`config.mk`:
```
export PLATFORM = sky130hd
export DESIGN_NAME = pipeline_stall_ctrl
export DESIGN_NICKNAME = d
export VERILOG_FILES = /design/src/rtl/pipeline_stall_ctrl_pkg.sv /design/src/rtl/pipeline_stall_ctrl_sat_counter.sv /design/src/rtl/pipeline_stall_ctrl.sv
export SDC_FILE = /design/constraint.sdc
export NUM_CORES = 1
export LEC_CHECK = 0
export BUFFER_PORTS_ARGS = -buffer_cell sky130_fd_sc_hd__buf_4
export CORE_MARGIN = 2
export CORE_UTILIZATION = 45
export DETAILED_ROUTE_END_ITERATION = 6
export GPL_TIMING_DRIVEN = 0
export MAX_ROUTING_LAYER = met4
export PLACE_DENSITY = 0.72
export SYNTH_ARGS = -nofsm -noshare
export SYNTH_HDL_FRONTEND = slang
export SYNTH_HIERARCHICAL = 1
export SYNTH_SLANG_ARGS = --single-unit
```
`constraint.sdc`:
```
create_clock -name clk -period 2.1 [get_ports clk]
set_input_delay 0.105 -clock clk [delete_from_list [all_inputs] [get_ports clk]]
set_output_delay 0.105 -clock clk [all_outputs]
set_load 0.01 [all_outputs]
```
`src/rtl/pipeline_stall_ctrl_pkg.sv`:
```
// Shared definitions for the pipeline stall controller.
//   - stall bus bit meanings and the four stall patterns the sequencer emits
//   - MDU sequencing FSM state encoding
//   - register-match helper used by the load-use detector
package pipeline_stall_ctrl_pkg;

  // Stall bus bit positions (bit = 1 holds that stage).
  localparam int STALL_PC  = 0;
  localparam int STALL_IF  = 1;
  localparam int STALL_ID  = 2;
  localparam int STALL_EX  = 3;
  localparam int STALL_MEM = 4;
  localparam int STALL_WB  = 5;

  localparam logic STOP    = 1'b1;
  localparam logic NO_STOP = 1'b0;

  // Stall patterns. The highest held stage bubbles the stage after it:
  //   IF  : PC/IF held, bubble into ID
  //   LU  : PC/IF/ID held, bubble into EX
  //   MDU : PC..EX held, bubble into MEM
  localparam logic [5:0] STALL_CODE_NONE = 6'b000000;
  localparam logic [5:0] STALL_CODE_IF   = 6'b000011;
  localparam logic [5:0] STALL_CODE_LU   = 6'b000111;
  localparam logic [5:0] STALL_CODE_MDU  = 6'b001111;

  typedef enum logic [1:0] {
    MDU_IDLE = 2'd0,
    MDU_BUSY = 2'd1,
    MDU_DONE = 2'd2
  } mdu_state_e;

  // True when a source operand that is actually read matches a destination.
  function automatic logic reg_hit(input logic       ren,
                                   input logic [4:0] src,
                                   input logic [4:0] dst);
    return ren && (src == dst);
  endfunction

endpackage

```
`src/rtl/pipeline_stall_ctrl_sat_counter.sv`:
```
// Saturating up-counter used for the stall performance counters.
// Ports:
//   clk  - clock
//   rst  - asynchronous active-high reset, clears the count
//   inc  - count this cycle
//   cnt  - current count; sticks at all-ones instead of wrapping
module sat_counter
  import pipeline_stall_ctrl_pkg::*;
#(
  parameter int CNT_W = 32
) (
  input  logic             clk,
  input  logic             rst,
  input  logic             inc,
  output logic [CNT_W-1:0] cnt
);

  always_ff @(posedge clk or posedge rst) begin
    if (rst) begin
      cnt <= '0;
    end else if (inc && (cnt != '1)) begin
      cnt <= cnt + CNT_W'(1);
    end
  end

endmodule

```
`src/rtl/pipeline_stall_ctrl.sv`:
```
// Central pipeline sequencer producing the stall bus for PC/IF/ID/EX/MEM/WB.
// Detects ID/EX load-use hazards, sequences the shared mult/div unit while
// its instruction sits in EX, honours IF fetch stalls and flush, and keeps
// saturating per-cause stall counters.
//
// Ports:
//   clk, rst                 clock; asynchronous active-high reset
//   flush                    pipeline flush, dominates everything
//   stallreq_if              fetch not ready
//   id_valid, id_rs, id_rt,
//   id_rs_ren, id_rt_ren     ID instruction and its source operands
//   ex_valid, ex_is_load,
//   ex_rf_waddr              EX instruction, load flag, destination
//   ex_mdu_req, ex_mdu_is_div EX is a mult/div (and which)
//   div_done                 divider result ready pulse
//   stall                    stall bus (1 = stop)
//   mdu_start, mdu_is_div,
//   mdu_cancel, mdu_busy     MDU control / status
//   perf_lu_cnt, perf_mdu_cnt stall-cycle counters by cause
//
// MDU FSM:
//   state | meaning
//   IDLE  | no MDU op running; a valid EX mult/div starts one (EX stalls)
//   BUSY  | op running; mult counts latency down, div waits for div_done
//   DONE  | result available, EX released this edge; always back to IDLE
module pipeline_stall_ctrl
  import pipeline_stall_ctrl_pkg::*;
#(
  parameter int STALL_W = 6,
  parameter int MUL_LAT = 4,
  parameter int CNT_W   = 32
) (
  input  logic               clk,
  input  logic               rst,
  input  logic               flush,
  input  logic               stallreq_if,
  input  logic               id_valid,
  input  logic [4:0]         id_rs,
  input  logic [4:0]         id_rt,
  input  logic               id_rs_ren,
  input  logic               id_rt_ren,
  input  logic               ex_valid,
  input  logic               ex_is_load,
  input  logic [4:0]         ex_rf_waddr,
  input  logic               ex_mdu_req,
  input  logic               ex_mdu_is_div,
  input  logic               div_done,
  output logic [STALL_W-1:0] stall,
  output logic               mdu_start,
  output logic               mdu_is_div,
  output logic               mdu_cancel,
  output logic               mdu_busy,
  output logic [CNT_W-1:0]   perf_lu_cnt,
  output logic [CNT_W-1:0]   perf_mdu_cnt
);

  // Latency down-counter only needs to hold MUL_LAT-1.
  localparam int              LAT_W    = (MUL_LAT > 1) ? $clog2(MUL_LAT) : 1;
  localparam logic [LAT_W-1:0] LAT_LOAD = LAT_W'(MUL_LAT - 1);

  mdu_state_e         state_q, state_d;
  logic [LAT_W-1:0]   cnt_q, cnt_d;
  logic               is_div_q, is_div_d;
  logic               start_c;
  logic               cancel_c;
  logic               load_use;
  logic               mdu_hold;
  logic [STALL_W-1:0] stall_c;
  logic               lu_inc;
  logic               mdu_inc;

  // -------------------------------------------------------------------------
  // Hazard detection
  // -------------------------------------------------------------------------
  always_comb begin
    load_use = id_valid && ex_valid && ex_is_load && (ex_rf_waddr != 5'd0) &&
               (reg_hit(id_rs_ren, id_rs, ex_rf_waddr) ||
                reg_hit(id_rt_ren, id_rt, ex_rf_waddr));
    // The start cycle itself already holds EX, before the FSM reaches BUSY.
    mdu_hold = ((state_q == MDU_IDLE) && ex_valid && ex_mdu_req) ||
               (state_q == MDU_BUSY);
  end

  // -------------------------------------------------------------------------
  // Stall mux
  // -------------------------------------------------------------------------
  always_comb begin
    stall_c = STALL_W'(STALL_CODE_NONE);
    if (flush) begin
      stall_c = STALL_W'(STALL_CODE_NONE);
    end else if (mdu_hold) begin
      stall_c = STALL_W'(STALL_CODE_MDU);
    end else if (load_use) begin
      stall_c = STALL_W'(STALL_CODE_LU);
    end else if (stallreq_if) begin
      stall_c = STALL_W'(STALL_CODE_IF);
    end
  end

  // -------------------------------------------------------------------------
  // MDU FSM
  // -------------------------------------------------------------------------
  always_ff @(posedge clk or posedge rst) begin
    if (rst) begin
      state_q  <= MDU_IDLE;
      cnt_q    <= '0;
      is_div_q <= 1'b0;
    end else begin
      state_q  <= state_d;
      cnt_q    <= cnt_d;
      is_div_q <= is_div_d;
    end
  end

  always_comb begin
    state_d  = state_q;
    cnt_d    = cnt_q;
    is_div_d = is_div_q;
    start_c  = 1'b0;
    cancel_c = 1'b0;

    if (flush) begin
      state_d  = MDU_IDLE;
      cancel_c = (state_q == MDU_BUSY);
    end else begin
      case (state_q)
        MDU_IDLE: begin
          if (ex_valid && ex_mdu_req) begin
            start_c  = 1'b1;
            is_div_d = ex_mdu_is_div;
            cnt_d    = LAT_LOAD;
            state_d  = MDU_BUSY;
          end
        end
        MDU_BUSY: begin
          if (is_div_q) begin
            // Divide has no timeout; only the divider ends it.
            if (div_done) begin
              state_d = MDU_DONE;
            end
          end else if (cnt_q == '0) begin
            state_d = MDU_DONE;
          end else begin
            cnt_d = cnt_q - LAT_W'(1);
          end
        end
        // ex_mdu_req is still visible here; returning to IDLE without a
        // restart lets the finished instruction leave EX.
        MDU_DONE: state_d = MDU_IDLE;
        default:  state_d = MDU_IDLE;
      endcase
    end
  end

  // -------------------------------------------------------------------------
  // Outputs (all forced low while reset is asserted)
  // -------------------------------------------------------------------------
  assign stall      = rst ? '0 : stall_c;
  assign mdu_start  = !rst && start_c;
  assign mdu_cancel = !rst && cancel_c;
  assign mdu_busy   = !rst && (state_q != MDU_IDLE);
  assign mdu_is_div = is_div_q;

  // -------------------------------------------------------------------------
  // Performance counters
  // -------------------------------------------------------------------------
  // A load-use cycle only counts when load-use is what actually drove the bus.
  assign lu_inc  = !flush && !mdu_hold && load_use;
  assign mdu_inc = !flush && mdu_hold;

  sat_counter #(.CNT_W(CNT_W)) u_lu_cnt (
    .clk (clk),
    .rst (rst),
    .inc (lu_inc),
    .cnt (perf_lu_cnt)
  );

  sat_counter #(.CNT_W(CNT_W)) u_mdu_cnt (
    .clk (clk),
    .rst (rst),
    .inc (mdu_inc),
    .cnt (perf_mdu_cnt)
  );

endmodule

```
# Word level (Yosys, flattened, before mapping)
# Index checks and enable logic that the tools add are counted.
# word_totals
out_inout_bits	74
in_bits	27
word_cells	69
register_bits	69
# op_classes
n_reduce_logical	30
addsub	3
n_bitwise	1
eq_ne	11
muxes	19
# ops
operator	count
adder 32 x 1 -> 32 bit, second input constant	2
!= test 32 bit, second input constant	2
two-way mux 2 bit	9
logical AND 1 bit	17
equality test 5 bit	2
two-way mux 4 bit	2
case mux 2 bit (2 select lines)	2
two-way mux 6 bit	1
AND reduction 3 bit	2
AND reduction 5 bit	1
nonzero test 5 bit	1
zero test 2 bit	2
two-way mux 1 bit	4
!= test 2 bit, second input constant	2
!= test 4 x 3 -> 1 bit, second input constant	1
!= test 4 bit, second input constant	1
nonzero test 2 bit	2
zero test 1 bit	3
two-way mux 3 bit	1
!= test 3 x 2 -> 1 bit, second input constant	1
equality test 2 x 1 -> 1 bit, second input constant	1
logical OR 1 bit	2
!= test 2 x 1 -> 1 bit, second input constant	1
subtractor 2 x 1 -> 2 bit, second input constant	1
inverter 1 bit	1

# Depth between registers and ports, before layout
# logic_depth
depth_word	8
mapped_depth	11
depth_no_buf	10

# By module
# The synthesis kept the hierarchy.
# modules_own_cells
mod	n_inst	seq_area_each_um2	cells_per_inst	area_per_inst_um2
sat_counter	2	800.8	139	1561.5
pipeline_stall_ctrl	1	125.1	56	474.2

# Worst setup path after synthesis
# No wires, ideal clock.
# synth_timing
path_type	in2reg
startpoint	input ex_rf_waddr[3]
endpoint	register u_lu_cnt.cnt[31]
arrival_ns	2.353
path_buffers	1
stages	11
setup_slack_ns	-0.378
required_ns	1.975
setup_time_ns	0.125
path_cell_list	xor2_1 > nor4_2 > nand3_1 > a21o_2 > nor3_2 > clkbuf_2 > nand3_1 > or4_4 > a311oi_4 > nand4_1 > xnor2_1
# synth_between
elab_chain_len	6
word_cells_on_any_way	10
classes_between	2 x eq/ne; 8 x reduce/logical
# synth_rtl
element	line_no	text
from (decl)	pipeline_stall_ctrl.sv:44	input logic [4:0] ex_rf_waddr,
equality test 5 bit	pipeline_stall_ctrl_pkg.sv:37	return ren && (src == dst);
logical AND 1 bit	pipeline_stall_ctrl_pkg.sv:37	
logical OR 1 bit	pipeline_stall_ctrl.sv:77	(reg_hit(id_rs_ren, id_rs, ex_rf_waddr) ||
logical AND 1 bit *	pipeline_stall_ctrl.sv:76	load_use = id_valid && ex_valid && ex_is_load && (ex_rf_waddr != 5'd0) &&
logical AND 1 bit *	pipeline_stall_ctrl.sv:168	assign lu_inc = !flush && !mdu_hold && load_use;
named net lu_inc	pipeline_stall_ctrl.sv:69	logic lu_inc;
logical AND 1 bit *	pipeline_stall_ctrl_sat_counter.sv:21	end else if (inc && (cnt != '1)) begin
to (signal assigned)	pipeline_stall_ctrl_sat_counter.sv:22	cnt <= cnt + CNT_W'(1);
to (decl)	pipeline_stall_ctrl_sat_counter.sv:15	output logic [CNT_W-1:0] cnt
# Mark *: on every way through the listed nets, which the timed path passes. The rest lies on a longest branch.
# A chain may end at the register's enable or synchronous reset.

# Final worst setup path
# layout_timing
startpoint	input ex_rf_waddr[3]
endpoint	register u_lu_cnt.cnt[23]
# Same word-level chain as after synthesis.

==> summary.txt <==
Worst setup path
  • Crit Path Category: in -> reg
  • Critical Path Start Type: input port
  • Critical path required time: 2.33 ns
  • Worst Path Max Fanout: 7
  • CP arrival: around 2.5 ns
  • Worst setup EP type: flop

Synthesis
  • Synth area leaders: dfrtp_1, xnor2_1, nand3_1
  • Post-Synthesis Cells: approximately 330
  • Syn avg cell area: 10.77 µm²
  • Count of cell types in the netlist: 43
  • Most instantiated cells after synthesis: dfrtp_1, xnor2_1, nand3_1
  • Cell taking the most area after synthesis: dfrtp_1
  • Number of flops mapped to enable cells by yosys: 0
  • Number of synthesized register bits: a little under 70
  • Register area share after synthesis: 0.4800
  • Synth Cell Area: 3597 µm²
  • Most frequent cell after synthesis: dfrtp_1
  • Post-synth top flop: dfrtp_1
  • Synth warn: 6
  • Share of the synthesized area in the top cell type: 0.4800
  • FFs w/ async S/R, synth: 1.000

STA
  • Worst-Margin Slew: between 0.6 and 0.7 ns
  • Hold slack: roughly 0.066 ns
  • Unrepaired setup endpoints after global routing: yes
  • Skew final: 0.01300 ns
  • Final Cycle Share: 1.091
  • FMAX: between 400 and 500 MHz
  • Rel. slew slack: 0.5803
  • Slew Limit Fails: 0
  • Final setup viols: 28
  • Crit path time final: 2.292 ns
  • Setup slack after layout: -0.1918 ns
  • Final Hold Vio Count: 0

Floorplanning
  • Core Footprint: between 7000 and 8000 µm²
  • Row Count: 32
  • Initial core utilization: 0.4655
  • Die Y: 93.41 µm
  • Chip width: roughly 93 µm
  • Die area: 8724 µm²
  • Top Ports: 101

Pwr
  • PD cells: a little under 600 nW/µm²
  • Worst VDD drop: ~0.60 mV
  • LEAKAGE: approximately 0.0025 µW

Clocking
  • Worst skew pair latency: ~0.35 ns
  • CTS Sinks: slightly below 70
  • CTS Buf Count: 9
  • Worst-path clk slew: 0.08 ns
  • CTS tree: done
  • Clk root buf: clkbuf_8
  • # H-tree levels: 3
  • Maximum clock path buffer count: 2

Routing
  • TritonRoute pass-1 iters: 4
  • Wirelength per Cell: 15.28 µm
  • Number of remaining DRC errors: 0
  • Initial drt markers: between 80 and 90
  • Final WL: approximately 8900 µm
  • Avg Vias per Cell: between 5 and 6
  • Post-route ant nets: 0
  • Via count: 3175

Global route
  • Number of global-route vias before repair: approximately 3100
  • Pin count of the biggest net entering global routing: 33
  • Initial antenna violation count: 0
  • Total GRT Usage: 0.2102
  • Remaining global-route overflow: 0
  • First-pass GRT wire length: 14320 µm

Outcome
  • Status: complete, but fails checks
  • Failing checks: negative setup slack

Place
  • Hpwl dp: ~5800 µm
  • Place WS: -0.7278 ns
  • Port Buf Inserts: 98
  • Routability Congestion: about 0.8

Cells and area
  • ANT cells: 0
  • Layout Area Growth over Synthesis: 46.96%
  • Layout cell share with drive strength beyond 1: 0.4369
  • Nets@finish: between 500 and 600

Hold path
  • HP Class: in -> reg

Job
  • Max Cap Violations: 0
repair_timing:
item | in CTS | in global routing
pin swaps | 32 | 34
buffers inserted | 20 | 9
hold buffers | 3 | 0
endpoints found under the hold margin | 7 | 0
gates resized for setup | 29 | 32
endpoints found under the setup margin | 37 | 42
cells by family (layout without fill, tap and decap cells):
group / Yosys count / count (layout) / share of synthesized area
AND/OR/NAND/NOR: 147 / 147 / 0.2393
AO/OA/AOI/OAI: 23 / 23 / 0.06539
adder cells (fa/ha/maj): 3 / 3 / 0.01044
multiplexers: 7 / 7 / 0.02052
flip-flops: 69 / 69 / 0.4800
buffers and inverters: 18 / 166 / 0.02261
other: 1 / 2 / 0.001042
XOR/XNOR: 66 / 66 / 0.1607
final cells by class:
class                           instances  area [µm²]
Tap cell                              102       127.6
Inverter                                9       33.78
Timing Repair Buffer                  132        1087
Sequential cell                        69        1727
Clock buffer                           10       137.6
Multi-Input combinational cell        248        2027
Buffer                                  9       60.06
Clock inverter                          6       86.33
Fill cell                             564        2441
power by group:
group          internal [µW]  switching [µW]  leakage [µW]  total (µW)
logic                    242             202       0.00143         443
registers               1390             102      0.000942        1490
clock network            699             518      0.000112        1220
routing by layer:
metal,up-vias,part of all wire,GRT usage
li1,1506,-,-
met1,1556,0.41,0.2538
met2,97,0.52,0.3549
met3,16,0.052,0.03787
met4,0,0.017,0.07353
met5,-,0,-
state kept, by name, summed over array words and instances, names as in the netlist:
name,count
u_mdu_cnt/cnt,32
mdu_is_div,1
cnt_q,2
state_q,2
u_lu_cnt/cnt,32
through the flow:
stage / util / total power (µW) / area (µm²) / std cells / TNS, ns
3_3_place_gp: 0.5793 / 1881 / 4477 / 535 / -16.32
2_1_floorplan: - / 1697 / 3613 / 335 / -4.619
5_1_grt: 0.6841 / 3306 / 5286 / 585 / -6.395
6_report: 0.6841 / 3154 / 5286 / 585 / -3.162
3_5_place_dp: 0.5793 / 1897 / 4477 / 535 / -16.84
4_1_cts: 0.6475 / 3149 / 5004 / 574 / -3.352
final timing paths:
path                       slack, ns                             to  cells after the start                           from
max in group asynchronous       1.28   u_lu_cnt/cnt[17]$_DFFE_PP0P_                      4                            rst
max reg2reg                    -0.12  u_mdu_cnt/cnt[21]$_DFFE_PP0P_                     10         state_q[0]$_DFFE_PP0P_
min                             0.07         state_q[0]$_DFFE_PP0P_                      4                       div_done
min reg2reg                     0.50  u_mdu_cnt/cnt[18]$_DFFE_PP0P_                      1  u_mdu_cnt/cnt[18]$_DFFE_PP0P_
max                            -0.19   u_lu_cnt/cnt[23]$_DFFE_PP0P_                     13                 ex_rf_waddr[3]
min in group asynchronous       0.27           cnt_q[0]$_DFFE_PP0P_                      3                            rst
worst max-delay path, stage by stage:
cell and delay (ns):
buf_6 0.11, xor2_2 0.18, nor4_2 0.26, nand3_1 0.12
a21o_2 0.21, nor3_2 0.15, buf_4 0.15, nand3_2 0.08
or4_4 0.44, a311oi_4 0.25, buf_6 0.18, nand4_1 0.12
xnor2_1 0.16
cells in the final DEF, fill, tap and decap left out, types with 3 or more instances in the layout:
master,n
nor3_1,4
nor2_2,3
nand2_2,5
xnor2_2,3
nor4_4,4
a41oi_1,4
nand4_1,20
nand3_1,27
dfrtp_1,69
buf_4,118
a21oi_1,5
nand2_1,12
nand3_2,17
dlygate4sd3_1,3
mux2_2,3
mux2i_1,4
xor2_1,10
a31oi_1,3
xnor2_1,51
and3_1,20
nor2_1,12
inv_1,7
buf_6,13
clkbuf_1,3
clkbuf_8,11
(Power assumes the default switching activity.)
